$ cat src/rtl/datapath_bus_arbiter_pkg.sv
// rtl/datapath_bus_arbiter_pkg.sv - shared constants, state type and width helper for the bus arbiter
package bus_pkg;

    localparam int MODE_FIXED = 0;
    localparam int MODE_RR    = 1;

    typedef enum logic [1:0] {
        IDLE,
        OWNED,
        LOCKED
    } arb_state_e;

    // Keeps index ports at least one bit wide for degenerate source counts.
    function automatic int idx_width(input int n);
        return (n > 1) ? $clog2(n) : 1;
    endfunction

endpackage

$ cat src/rtl/datapath_bus_arbiter_rr_picker.sv
// rtl/datapath_bus_arbiter_rr_picker.sv - combinational requester pick, rotating upward or fixed top-down
module rr_picker
    import bus_pkg::*;
#(
    parameter int N_SRC = 22,
    parameter int IDX_W = 5
) (
    input  logic [N_SRC-1:0] req,
    input  logic [IDX_W-1:0] start,
    input  logic             rr_mode,
    output logic [N_SRC-1:0] onehot,
    output logic [IDX_W-1:0] idx,
    output logic             found
);

    int cand;

    // Rotating search walks upward from start; fixed search walks down from the top index.
    always_comb begin
        onehot = '0;
        idx    = '0;
        found  = 1'b0;
        cand   = 0;
        for (int k = 0; k < N_SRC; k++) begin
            if (rr_mode) begin
                cand = int'(start) + k;
                if (cand >= N_SRC) begin
                    cand = cand - N_SRC;
                end
            end else begin
                cand = N_SRC - 1 - k;
            end
            if (!found && req[cand]) begin
                found        = 1'b1;
                idx          = cand[IDX_W-1:0];
                onehot[cand] = 1'b1;
            end
        end
    end

endmodule

$ cat src/rtl/datapath_bus_arbiter.sv
// rtl/datapath_bus_arbiter.sv - registered shared-bus arbiter with lock, round-robin and conflict flag
module datapath_bus_arbiter
    import bus_pkg::*;
#(
    parameter int  WIDTH = 32,
    parameter int  N_SRC = 22,
    parameter int  MODE  = MODE_FIXED,
    localparam int IDX_W = idx_width(N_SRC),
    localparam int CNT_W = $clog2(N_SRC + 1)
) (
    input  logic                   clock,
    input  logic                   clear,
    input  logic [N_SRC*WIDTH-1:0] src_data,
    input  logic [N_SRC-1:0]       src_req,
    input  logic [N_SRC-1:0]       src_lock,
    output logic [WIDTH-1:0]       bus_out,
    output logic                   bus_valid,
    output logic [N_SRC-1:0]       grant,
    output logic [IDX_W-1:0]       grant_idx,
    output logic                   conflict
);

    arb_state_e       state, state_nxt;
    logic [IDX_W-1:0] rr_ptr, rr_ptr_nxt;
    logic [N_SRC-1:0] pick_onehot, grant_nxt;
    logic [IDX_W-1:0] pick_idx, idx_nxt;
    logic             pick_found, valid_nxt;
    logic [CNT_W-1:0] req_count;

    rr_picker #(
        .N_SRC (N_SRC),
        .IDX_W (IDX_W)
    ) u_picker (
        .req     (src_req),
        .start   (rr_ptr),
        .rr_mode (MODE == MODE_RR),
        .onehot  (pick_onehot),
        .idx     (pick_idx),
        .found   (pick_found)
    );

    always_comb begin
        state_nxt  = state;
        grant_nxt  = '0;
        idx_nxt    = '0;
        valid_nxt  = 1'b0;
        rr_ptr_nxt = rr_ptr;
        // A locked owner that still requests keeps the bus and does not advance the pointer.
        if (state == LOCKED && src_req[grant_idx]) begin
            grant_nxt = grant;
            idx_nxt   = grant_idx;
            valid_nxt = 1'b1;
            state_nxt = src_lock[grant_idx] ? LOCKED : OWNED;
        end else if (pick_found) begin
            grant_nxt = pick_onehot;
            idx_nxt   = pick_idx;
            valid_nxt = 1'b1;
            state_nxt = src_lock[pick_idx] ? LOCKED : OWNED;
            if (MODE == MODE_RR) begin
                rr_ptr_nxt = (pick_idx == IDX_W'(N_SRC - 1)) ? '0 : pick_idx + 1'b1;
            end
        end else begin
            state_nxt = IDLE;
        end
    end

    always_comb begin
        req_count = '0;
        for (int k = 0; k < N_SRC; k++) begin
            req_count = req_count + CNT_W'(src_req[k]);
        end
    end

    always_ff @(posedge clock or negedge clear) begin
        if (!clear) begin
            state     <= IDLE;
            rr_ptr    <= '0;
            bus_out   <= '0;
            bus_valid <= 1'b0;
            grant     <= '0;
            grant_idx <= '0;
            conflict  <= 1'b0;
        end else begin
            state     <= state_nxt;
            rr_ptr    <= rr_ptr_nxt;
            bus_valid <= valid_nxt;
            grant     <= grant_nxt;
            grant_idx <= idx_nxt;
            conflict  <= (req_count >= CNT_W'(2));
            if (valid_nxt) begin
                bus_out <= src_data[int'(idx_nxt)*WIDTH +: WIDTH];
            end
        end
    end

endmodule
$ cat config.mk
export PLATFORM = sky130hd
export DESIGN_NAME = datapath_bus_arbiter
export DESIGN_NICKNAME = d
export VERILOG_FILES = /design/src/rtl/datapath_bus_arbiter_pkg.sv /design/src/rtl/datapath_bus_arbiter_rr_picker.sv /design/src/rtl/datapath_bus_arbiter.sv
export SDC_FILE = /design/constraint.sdc
export NUM_CORES = 1
export LEC_CHECK = 0
export ABC_CLOCK_PERIOD_IN_PS = 3600
export CORE_AREA = 4 4 311 313
export CTS_BUF_LIST = sky130_fd_sc_hd__clkbuf_16
export CTS_CLUSTER_SIZE = 40
export DETAILED_ROUTE_END_ITERATION = 12
export DIE_AREA = 0 0 315 317
export HOLD_SLACK_MARGIN = 0.12
export PLACE_DENSITY = 0.4
export SLEW_MARGIN = 20
export SYNTH_ARGS = -nofsm -noshare
export SYNTH_HDL_FRONTEND = slang
export SYNTH_SLANG_ARGS = --single-unit
$ cat constraint.sdc
create_clock -name clock -period 3.6 [get_ports clock]
set_input_delay 0.72 -clock clock [delete_from_list [all_inputs] [get_ports clock]]
set_output_delay 0.72 -clock clock [all_outputs]
set_load 0.01 [all_outputs]
==> qor.yml, run 1 <==
outcome:
  status: "finished with violations"
  violations: "negative setup slack"
final_layout:
  final_core_util: 0.2730
  syn_to_final_growth_pct: 115.6
  nNetsFinal: 3605
  drive_gt1_frac: 0.2213
synthesis:
  synthDistinctLibCells: 67
  async_reset_ff_frac: 1.000
  syn_avg_cell_area_um2: 6.547
  netlist_instances: 1824
  ys_ff_latch: 63
  synth_area_um2: 11940
  synth_flop_cell: "dfrtp_1"
  synth_warnings: 0
  yosysSeqAreaShare: 0.1320
  synth_edf_count: 0
  syn_nets: 2596
die:
  die_w_um: 315
  initial_utilization: 0.1266
  rows: 113
  io_pins: 811
  core-area_um2: 94300
  die_h_um: 317
  dieArea_um2: 99860
worst_setup_path:
  crit_top_cell: "fa_1"
  worst_path_dominant_cell_family: "adder cells"
  timing.critical_path.buf_inv: 3
  cp_data_arrival_time_ps: 4220
  cpMaxStageDelayCell: "fa_1"
  cp-start-kind: "primary input"
  worstSetupEndpointType: "register"
  crit_fanout: 2
  critPathMaxStageDelay_ps: 530
  crit_type: "in -> reg"
  worstPathRequired_ps: 3870
  cp_cell_sequence: "buf_8 -> fa_1 -> fa_1 -> inv_2 -> fa_1 -> fa_1 -> fa_1 -> inv_1 -> ha_2 -> fa_1 -> nor4_2 -> nand2_1"
clock_tree:
  hold_buffers: 0
  tritoncts: "built"
  clk_pin_slew_ps: 80
  numClockSinks: 63
  cts_root_buf: "clkbuf_16"
  clock_latency_ps: 380
  clock_path_buffers: 2
  cts_buffers: 9
  htree_levels: 3
route:
  initialDrtViolationCount: 1244
  viasPerCell: 4.446
  wl_mm: 105.5
  avgRoutedWirePerCell_um: 25.57
  ant_nets: 0
  dr.pass1.iters: 7
  num_vias: 18345
  route.detailed.drc: 0
grt:
  grt_usage: 0.1963
  antenna_found_initial: 30
  grt_pass1_vias: 18352
  grt_max_degree: 70
  grt_pass1_wl_mm: 140.3
  grt_overflow: 0
placed_design:
  gp_congestion: 0.8921
  dp_hpwl_mm: 85.68
  numPortBuffers: 810
  preCtsSetupSlack_ps: -1434
timing:
  hold_violations: 0
  setup_ws_ps: -356.1
  rsz0062_at_grt: "yes"
  worst_pin_slew_ps: 1103
  setup_viol_count_final: 32
  slew_violations: 0
  fmax_mhz: 252.8
  holdWs_ps: 377.5
  fin_setup_tns_ps: -1941
  post-route-period-util: 1.099
  min_period_ps: 3956
  timing.slew.headroom: 0.2645
  finalClockSkew_ps: 14.53
job:
  drv_cap: 0
power:
  leakagePower_nw: 10.24
  ir_drop_uv: 219.3
  powerDensity_nw_per_um2: 396.4
min_path:
  hp-class: "in -> async"
-- logic make-up (layout without fill, tap and decap cells) --
kind of cell | Yosys count | count (layout) | synth area share
AND/OR/NAND/NOR | 709 | 709 | 0.2515
AO/OA/AOI/OAI | 631 | 632 | 0.3244
buffers and inverters | 206 | 1219 | 0.08141
multiplexers | 193 | 193 | 0.1782
flip-flops | 63 | 63 | 0.1320
adder cells (fa/ha/maj) | 22 | 22 | 0.03248
other | 0 | 23 | 0
-- power by group --
part	switching [mW]	internal, mW	total (mW)
Sequential	0.164	0.912	1.08
Combinational	4.11	4.02	8.14
Clock	0.456	0.539	0.995
Total	4.73	5.48	10.2
-- registers in the layout, summed over array words and instances, names as in the netlist --
name and count:
bus_out 32, bus_valid 1, conflict 1, grant 22
grant_idx 5, state 2
-- worst reg2reg max path, cell delays in order, from the launching register on --
cell and delay [ps]:
dfrtp_4 450, buf_4 250, mux4_2 390, o2111ai_4 230
and3_4 270, buf_6 130, o211ai_2 90, and2_4 220
clkinv_8 130, buf_6 110, clkbuf_16 160, buf_4 120
nand2_1 60, a32oi_1 230, nand4_1 200, buf_4 200
a31oi_1 160
-- cells in the mapped netlist, drive strengths merged (3+ instances only) --
master,count,share of area
clkbuf,76,0.024
a22o,22,0.016
o2111ai,3,0.0022
a211oi,22,0.014
dfrtp,63,0.13
mux2,67,0.063
nor2,199,0.063
buf,94,0.046
nor2b,21,0.011
mux2i,117,0.098
fa,15,0.025
o21a,3,0.0019
nand3,54,0.023
o41ai,3,0.0028
mux4,9,0.017
a31oi,68,0.036
or2,4,0.0021
a21oi,203,0.087
inv,36,0.012
o21ai,185,0.078
or4,4,0.0031
nand2b,6,0.0031
o31ai,7,0.0044
a32oi,39,0.029
a32o,5,0.0042
nand2,376,0.12
nor3,3,0.0013
nand4,18,0.0094
ha,7,0.0073
and4,13,0.0095
a22oi,41,0.026
nor4,4,0.0034
o32a,13,0.011
-- metal layers --
| metal | wire length (um) | GRT usage | vias to the layer above |
|---|---|---|---|
| li1 | - | - | 8684 |
| met1 | 47580 | 0.2673 | 8885 |
| met2 | 49410 | 0.3214 | 677 |
| met3 | 6735 | 0.04171 | 87 |
| met4 | 1717 | 0.03705 | 12 |
| met5 | 59 | 0 | - |
-- repair_timing --
| item | 4_1_cts | 5_1_grt |
|---|---|---|
| gates cloned | 7 | 7 |
| buffers inserted | 37 | 26 |
| pin swaps | 50 | 78 |
| endpoints found under the setup margin | 35 | 35 |
| resized for setup | 181 | 192 |
-- path summary, 6_finish.rpt --
kind / start / end / slack, ps / cells after the start
max: src_req[13] / conflict / -360 / 12
min reg2reg: grant[16] / grant[16] / 460 / 2
max reg2reg: grant_idx[0] / bus_out[29] / 110 / 16
min in group clock: grant[16] / grant[16] / 460 / 2
max in group asynchronous: clear / bus_out[7] / 2550 / 2
min: clear / grant[13] / 380 / 1
-- cell usage in the layout (no fill, tap or decap), drive strengths merged, types with 54 or more instances in the layout --
| master | instances |
|---|---|
| nand2 | 376 |
| nor2 | 199 |
| buf | 365 |
| o21ai | 185 |
| dfrtp | 63 |
| a31oi | 68 |
| mux2 | 67 |
| mux2i | 117 |
| clkdlybuf4s50 | 788 |
| nand3 | 54 |
| a21oi | 203 |
-- final cells by class --
| cell class | instances | area [um2] |
|---|---|---|
| fillers | 10482 | 68550 |
| repair buffers | 1167 | 11860 |
| multi-input cells | 1556 | 10210 |
| well taps | 1265 | 1583 |
| flip-flops and latches | 63 | 1580 |
| clock buffers | 9 | 225.2 |
| inverters | 36 | 155.1 |
| clock inverters | 7 | 72.57 |
| diodes | 23 | 57.56 |
-- per-stage QoR --
stage	power [mW]	cells	cell area, um2
after floorplan	4.356	1824	11940
after global placement	8.344	4025	23670
after detailed placement	8.302	4025	23670
after CTS	9.838	4082	24790
after global routing	10.91	4120	25730
final	10.21	4126	25750
(Power assumes the default switching activity.)
==> run 2: changes to the inputs <==
- CORE_AREA: 4 4 311 313 -> 2 2 319 321
- DIE_AREA: 0 0 315 317 -> 0 0 321 323
- PLACE_DENSITY: 0.4 -> 0.39
==> qor.yml, run 2 (same netlist as run 1, synthesis figures left out) <==
final_layout:
  largest_reg_flops: 32  # unchanged
  syn_to_final_growth_pct: 118.8  # was 115.6%
  nNetsFinal: 3610  # was 3,605
  finish.instance_area_um2: 26130  # was 25,750 um2
  regMostFlops: "bus_out"  # unchanged
  final_common_cell: "clkdlybuf4s50_1"  # unchanged
  layout.area.seq_um2: 1580  # unchanged
  reg_top3: "bus_out x32, grant x22, grant_idx x5"  # unchanged
  fill_cells: 11137  # was 10.48k
  layout_common_cells: "788 x clkdlybuf4s50_1, 359 x nand2_1, 241 x buf_4"  # was 788 x clkdlybuf4s50_1, 360 x nand2_1, 239 x buf_4
  multi_input_area_um2: 10250  # was 10,210 um2
  drive_gt1_frac: 0.2234  # was 0.2213
power:
  leakagePower_nw: 10.38  # was 10.24 nW
  powerDensity_nw_per_um2: 392.5  # was 396.4 nW/um2
  ir_drop_uv: 254.3  # was 219.3 uV
grt:
  grt_pass1_vias: 18130  # was 18.35k
  grt_overflow: 0  # unchanged
  grt_max_degree: 68  # was 70
  grt_pass1_wl_mm: 138.9  # was 140.3 mm
  grt_usage: 0.1886  # was 0.1963
  antenna_found_initial: 30  # unchanged
job:
  drv_cap: 0  # unchanged
clock_tree:
  cts_root_buf: "clkbuf_16"  # unchanged
  clk_pin_slew_ps: 80  # about the same
  hold_buffers: 0  # unchanged
  tritoncts: "built"  # unchanged
  cts_buffers: 9  # unchanged
  htree_levels: 3  # unchanged
  clock_path_buffers: 2  # unchanged
  clock_latency_ps: 390  # was 380 ps
  numClockSinks: 63  # unchanged
timing:
  timing.slew.headroom: 0.2846  # was 0.2645
  fin_setup_tns_ps: -551.7  # was -1941 ps
  min_period_ps: 4096  # was 3956 ps
  post-route-period-util: 1.138  # was 1.099
  fmax_mhz: 244.2  # was 252.8 MHz
  slew_violations: 0  # unchanged
  setup_ws_ps: -495.5  # was -356.1 ps
  rsz0062_at_grt: "yes"  # unchanged
  worst_pin_slew_ps: 1073  # was 1103 ps
  setup_viol_count_final: 2  # was 32
  hold_violations: 0  # unchanged
  finalClockSkew_ps: 15.63  # was 14.53 ps
die:
  core-area_um2: 100700  # was 94,300 um2
  initial_utilization: 0.1186  # was 0.1266
  die_h_um: 323  # was 317 um
  die_w_um: 321  # was 315 um
  rows: 117  # was 113
  dieArea_um2: 103700  # was 99,860 um2
  io_pins: 811  # unchanged
worst_setup_path:
  worstSetupEndpointType: "register"  # unchanged
  cp-start-kind: "primary input"  # unchanged
  crit_type: "in -> reg"  # unchanged
  crit_fanout: 2  # unchanged
  worstPathRequired_ps: 3870  # about the same
  r2r-end: "bus_out[31]"  # was bus_out[29]
  rrSetupSlack_ps: 110  # about the same
  r2r-start: "grant_idx[0]"  # unchanged
  r2r_cells: 13  # was 16
  cp-startpoint: "src_req[0]"  # was src_req[13]
  crit_top_cell: "fa_1"  # unchanged
  cp_data_arrival_time_ps: 4360  # was 4220 ps
  cp_cell_sequence: "buf_6 -> fa_1 -> inv_2 -> fa_1 -> fa_1 -> fa_1 -> fa_1 -> inv_2 -> ha_4 -> fa_1 -> nor4_1 -> nand2_1"  # was buf_8 -> fa_1 -> fa_1 -> inv_2 -> fa_1 -> fa_1 -> fa_1 -> inv_1 -> ha_2 -> fa_1 -> nor4_2 -> nand2_1
  critPathMaxStageDelay_ps: 600  # was 530 ps
  cpMaxStageDelayCell: "fa_1"  # unchanged
min_path:
  min_to: "grant[7]"
  min_delay_path_depth: 2
  hp-class: "reg -> reg"  # was in -> async
  min_from: "grant[7]"
route:
  num_vias: 18310  # was 18.35k
  wl_mm: 105.4  # was 105.5 mm
  ant_nets: 0  # unchanged
  viasPerCell: 4.388  # was 4.446
  avgRoutedWirePerCell_um: 25.26  # was 25.57 um
  initialDrtViolationCount: 1153  # was 1,244
  route.detailed.drc: 0  # unchanged
  dr.pass1.iters: 5  # was 7
outcome:
  status: "finished with violations"  # unchanged
  violations: "negative setup slack"  # unchanged
placed_design:
  dp_hpwl_mm: 84.04  # was 85.68 mm
  gp_congestion: 0.8811  # was 0.8921
  dpl_cell_area_um2: 23670  # about the same
  numPortBuffers: 810  # unchanged
run 2: changes by cell type in the layout (fill, tap and decap cells not counted), moves of 3 or more:
| cell | before | now |
|---|---|---|
| buf_16 | 7 | 10 |
| a22oi_2 | 15 | 18 |
| a22oi_1 | 26 | 23 |
| clkbuf_16 | 15 | 21 |
| nand3_1 | 48 | 42 |
| buf_12 | 47 | 64 |
| mux2i_1 | 108 | 105 |
| mux2_1 | 0 | 4 |
| nand3_4 | 1 | 5 |
| o21ai_0 | 140 | 136 |
| and4_1 | 4 | 8 |
| mux2i_2 | 4 | 8 |
| and4_4 | 9 | 5 |
| buf_6 | 54 | 35 |
run 2: what timing repair did:
action	in CTS	in global routing
gates cloned	7	14
pin swaps	39	101
setup endpoints to repair	35	35
resized for setup	150	196
buffers inserted	37	43
run 2: worst max-delay path by stage:
stage	endpoint	slack, ps	cells after the start
CTS	conflict	-650	12
global placement	conflict	-1470	12
detailed placement	conflict	-1360	12
floorplan	conflict	-590	11
global route	conflict	-570	12
finish	conflict	-500	12
run 2: final cells by class:
type / instances / area share
repair buffers: 1172 / 0.4653
multi-input cells: 1556 / 0.3924
well taps: 1309 / 0.06269
flip-flops and latches: 63 / 0.06048
clock buffers: 9 / 0.008620
inverters: 36 / 0.005747
clock inverters: 7 / 0.002778
diodes: 21 / 0.002011
run 2: stage by stage:
stage	setup slack [ps]	power, mW	hold slack (ps)	util	cells
after floorplan	-593.1	4.356	424.4	-	1824
after global placement	-1472	8.289	454.2	0.2350	4046
after detailed placement	-1362	8.229	466.5	0.2350	4046
after CTS	-650.1	9.807	485.6	0.2460	4105
after global routing	-566.4	10.96	517.1	0.2593	4168
final	-495.5	10.26	478.6	0.2594	4173
run 2: metal layers:
metal  vias to the layer above  GRT usage  routed length, um
li1                       8680          -                  -
met1                      8809     0.2500              46750
met2                       697     0.3045              49040
met3                       106    0.04671               7360
met4                        18    0.04787               2152
met5                         -          0                115
run 2: critical path: cells and delay by family:
family                     cells  cell delay, ps
buffers and inverters          3             200
and+or+nand+nor                2             270
adders and majority gates      7            3180
run 2: where the power goes:
part / internal, mW / switching, mW
Clock: 0.540 / 0.484
Sequential: 0.912 / 0.163
Combinational: 4.04 / 4.12
==> run 3: changes to the inputs <==
- ABC_CLOCK_PERIOD_IN_PS: 3600 -> 3400
- CORE_AREA: 2 2 319 321 -> 2 2 313 315
- DIE_AREA: 0 0 321 323 -> 0 0 315 317
- PLACE_DENSITY: 0.39 -> 0.41
- clock period: 3.6 -> 3.4 ns (I/O delays scaled with it)
==> qor.yml, run 3 (same netlist as run 1, synthesis figures left out) <==
clock_tree:
  clock_path_buffers: 2  # unchanged
  clk_pin_slew_ps: 80  # about the same
  cts_root_buf: "clkbuf_16"  # unchanged
  numClockSinks: 63  # unchanged
  cts_buffers: 9  # unchanged
  clock_latency_ps: 390  # about the same
  htree_levels: 3  # unchanged
  hold_buffers: 0  # unchanged
  tritoncts: "built"  # unchanged
die:
  core-area_um2: 96280  # was 100,700 um2
  die_w_um: 315  # was 321 um
  initial_utilization: 0.1240  # was 0.1186
  rows: 114  # was 117
  io_pins: 811  # unchanged
  dieArea_um2: 99860  # was 103,700 um2
  die_h_um: 317  # was 323 um
final_layout:
  nNetsFinal: 3626  # was 3,610
  layout_common_cells: "789 x clkdlybuf4s50_1, 318 x nand2_1, 237 x buf_4"  # was 788 x clkdlybuf4s50_1, 359 x nand2_1, 241 x buf_4
  syn_to_final_growth_pct: 125.1  # was 118.8%
  final_core_util: 0.2791  # was 0.2594
  regMostFlops: "bus_out"  # unchanged
  reg_top3: "bus_out x32, grant x22, grant_idx x5"  # unchanged
  largest_reg_flops: 32  # unchanged
  drive_gt1_frac: 0.2621  # was 0.2234
  finish.instance_area_um2: 26880  # was 26,130 um2
  final_common_cell: "clkdlybuf4s50_1"  # unchanged
grt:
  grt_max_degree: 56  # was 68
  grt_overflow: 0  # unchanged
  antenna_found_initial: 36  # was 30
  grt_pass1_wl_mm: 140.4  # was 138.9 mm
  grt_pass1_vias: 18368  # was 18.13k
  grt_usage: 0.1996  # was 0.1886
timing:
  setup_ws_ps: -650.6  # was -495.5 ps
  worst_pin_slew_ps: 822.2  # was 1073 ps
  setup_viol_count_final: 35  # was 2
  timing.slew.headroom: 0.4519  # was 0.2846
  fmax_mhz: 246.9
  min_period_ps: 4051
  slew_violations: 0  # unchanged
  hold_violations: 0  # unchanged
  finalClockSkew_ps: 20.34  # was 15.63 ps
  post-route-period-util: 1.191
  rsz0062_at_grt: "yes"  # unchanged
worst_setup_path:
  worstPathRequired_ps: 3660  # was 3870 ps
  crit_type: "in -> reg"  # unchanged
  rrSetupSlack_ps: -100  # was 110 ps
  cp-startpoint: "src_req[3]"  # was src_req[0]
  r2r-start: "grant_idx[0]"  # unchanged
  r2r_cells: 14  # was 13
  worstSetupEndpointType: "register"  # unchanged
  cp-start-kind: "primary input"  # unchanged
  crit_fanout: 2  # unchanged
  cp_data_arrival_time_ps: 4310  # was 4360 ps
outcome:
  violations: "negative setup slack"  # unchanged
  status: "finished with violations"  # unchanged
power:
  powerDensity_nw_per_um2: 431.8  # was 392.5 nW/um2
  ir_drop_uv: 263.5  # was 254.3 uV
  leakagePower_nw: 10.67  # was 10.38 nW
placed_design:
  preCtsSetupSlack_ps: -1584  # was -1362 ps
  gp_congestion: 0.8867  # was 0.8811
  dp_hpwl_mm: 82.65  # was 84.04 mm
  numPortBuffers: 810  # unchanged
  dpl_cell_area_um2: 23560  # was 23,670 um2
route:
  route.detailed.drc: 0  # unchanged
  wl_met2_mm: 49.52  # was 49.04 mm
  highest_layer: "met5"  # unchanged
  avgRoutedWirePerCell_um: 25.77  # was 25.26 um
  initialDrtViolationCount: 1285  # was 1,153
  dr.pass1.iters: 5  # unchanged
  m1WireLength_mm: 47.29  # was 46.75 mm
  met3_length_mm: 7.830  # was 7.360 mm
  viasPerCell: 4.483  # was 4.388
  ant_nets: 0  # unchanged
  wl_mm: 107.1  # was 105.4 mm
  num_vias: 18637  # was 18.31k
job:
  drv_cap: 0  # unchanged
min_path:
  hp-class: "in -> async"  # was reg -> reg
==> run 3: changes by cell type in the layout (fill, tap and decap cells not counted), sizes merged, moves of 3 or more <==
| cell | previous run | this run |
|---|---|---|
| buf | 364 | 374 |
| bufbuf | 0 | 7 |
| clkdlybuf4s15 | 1 | 4 |
| clkbuf | 24 | 16 |
==> run 3: power breakdown <==
part           switching [mW]  total (mW)  internal, mW
Sequential              0.159        1.12         0.966
Clock                   0.460        1.02         0.556
Combinational            4.76        9.46          4.71
==> run 3: worst max-delay path, stage by stage <==
cell,delay [ps]
buf_8,100
fa_2,590
inv_2,40
fa_1,490
fa_1,540
fa_1,440
fa_1,510
inv_2,50
ha_4,160
fa_1,470
nor4_2,160
nand2_1,70
==> run 3: routing by layer <==
layer  GRT usage  vias up
met2      0.3219      789
met1      0.2629     8976
met5           0        -
met4     0.05379       18
met3     0.05113      118
li1            -     8736
==> run 3: final cells by class <==
cell class	count	area (um2)
clock buffers	9	225.2
clock inverters	6	52.55
inverters	36	158.9
fillers	10537	69400
diodes	23	57.56
multi-input cells	1558	10840
repair buffers	1184	12340
well taps	1276	1597
repair inverters	2	25.02
flip-flops and latches	63	1580
==> run 3: final timing paths <==
kind / to
max: conflict
min in group clock: grant[16]
min reg2reg: grant[16]
max in group asynchronous: bus_out[30]
max reg2reg: bus_out[27]
min: grant[11]
==> run 3: stage by stage <==
step / setup TNS, ps / power [mW] / cells / hold slack (ps)
floorplan: -753.1 / 4.612 / 1824 / 384.4
global placement: -42510 / 8.689 / 4031 / 455.7
detailed placement: -43160 / 8.648 / 4031 / 462.2
CTS: -6520 / 11.20 / 4110 / 412.6
global route: -8723 / 12.34 / 4151 / 430.0
finish: -6563 / 11.61 / 4157 / 389.2
==> run 3: timing repair <==
item | in CTS | in global routing
setup buffers | 49 | 26
pin swaps | 164 | 107
setup endpoints to repair | 38 | 35
gates cloned | 23 | 6
gates resized for setup | 373 | 206
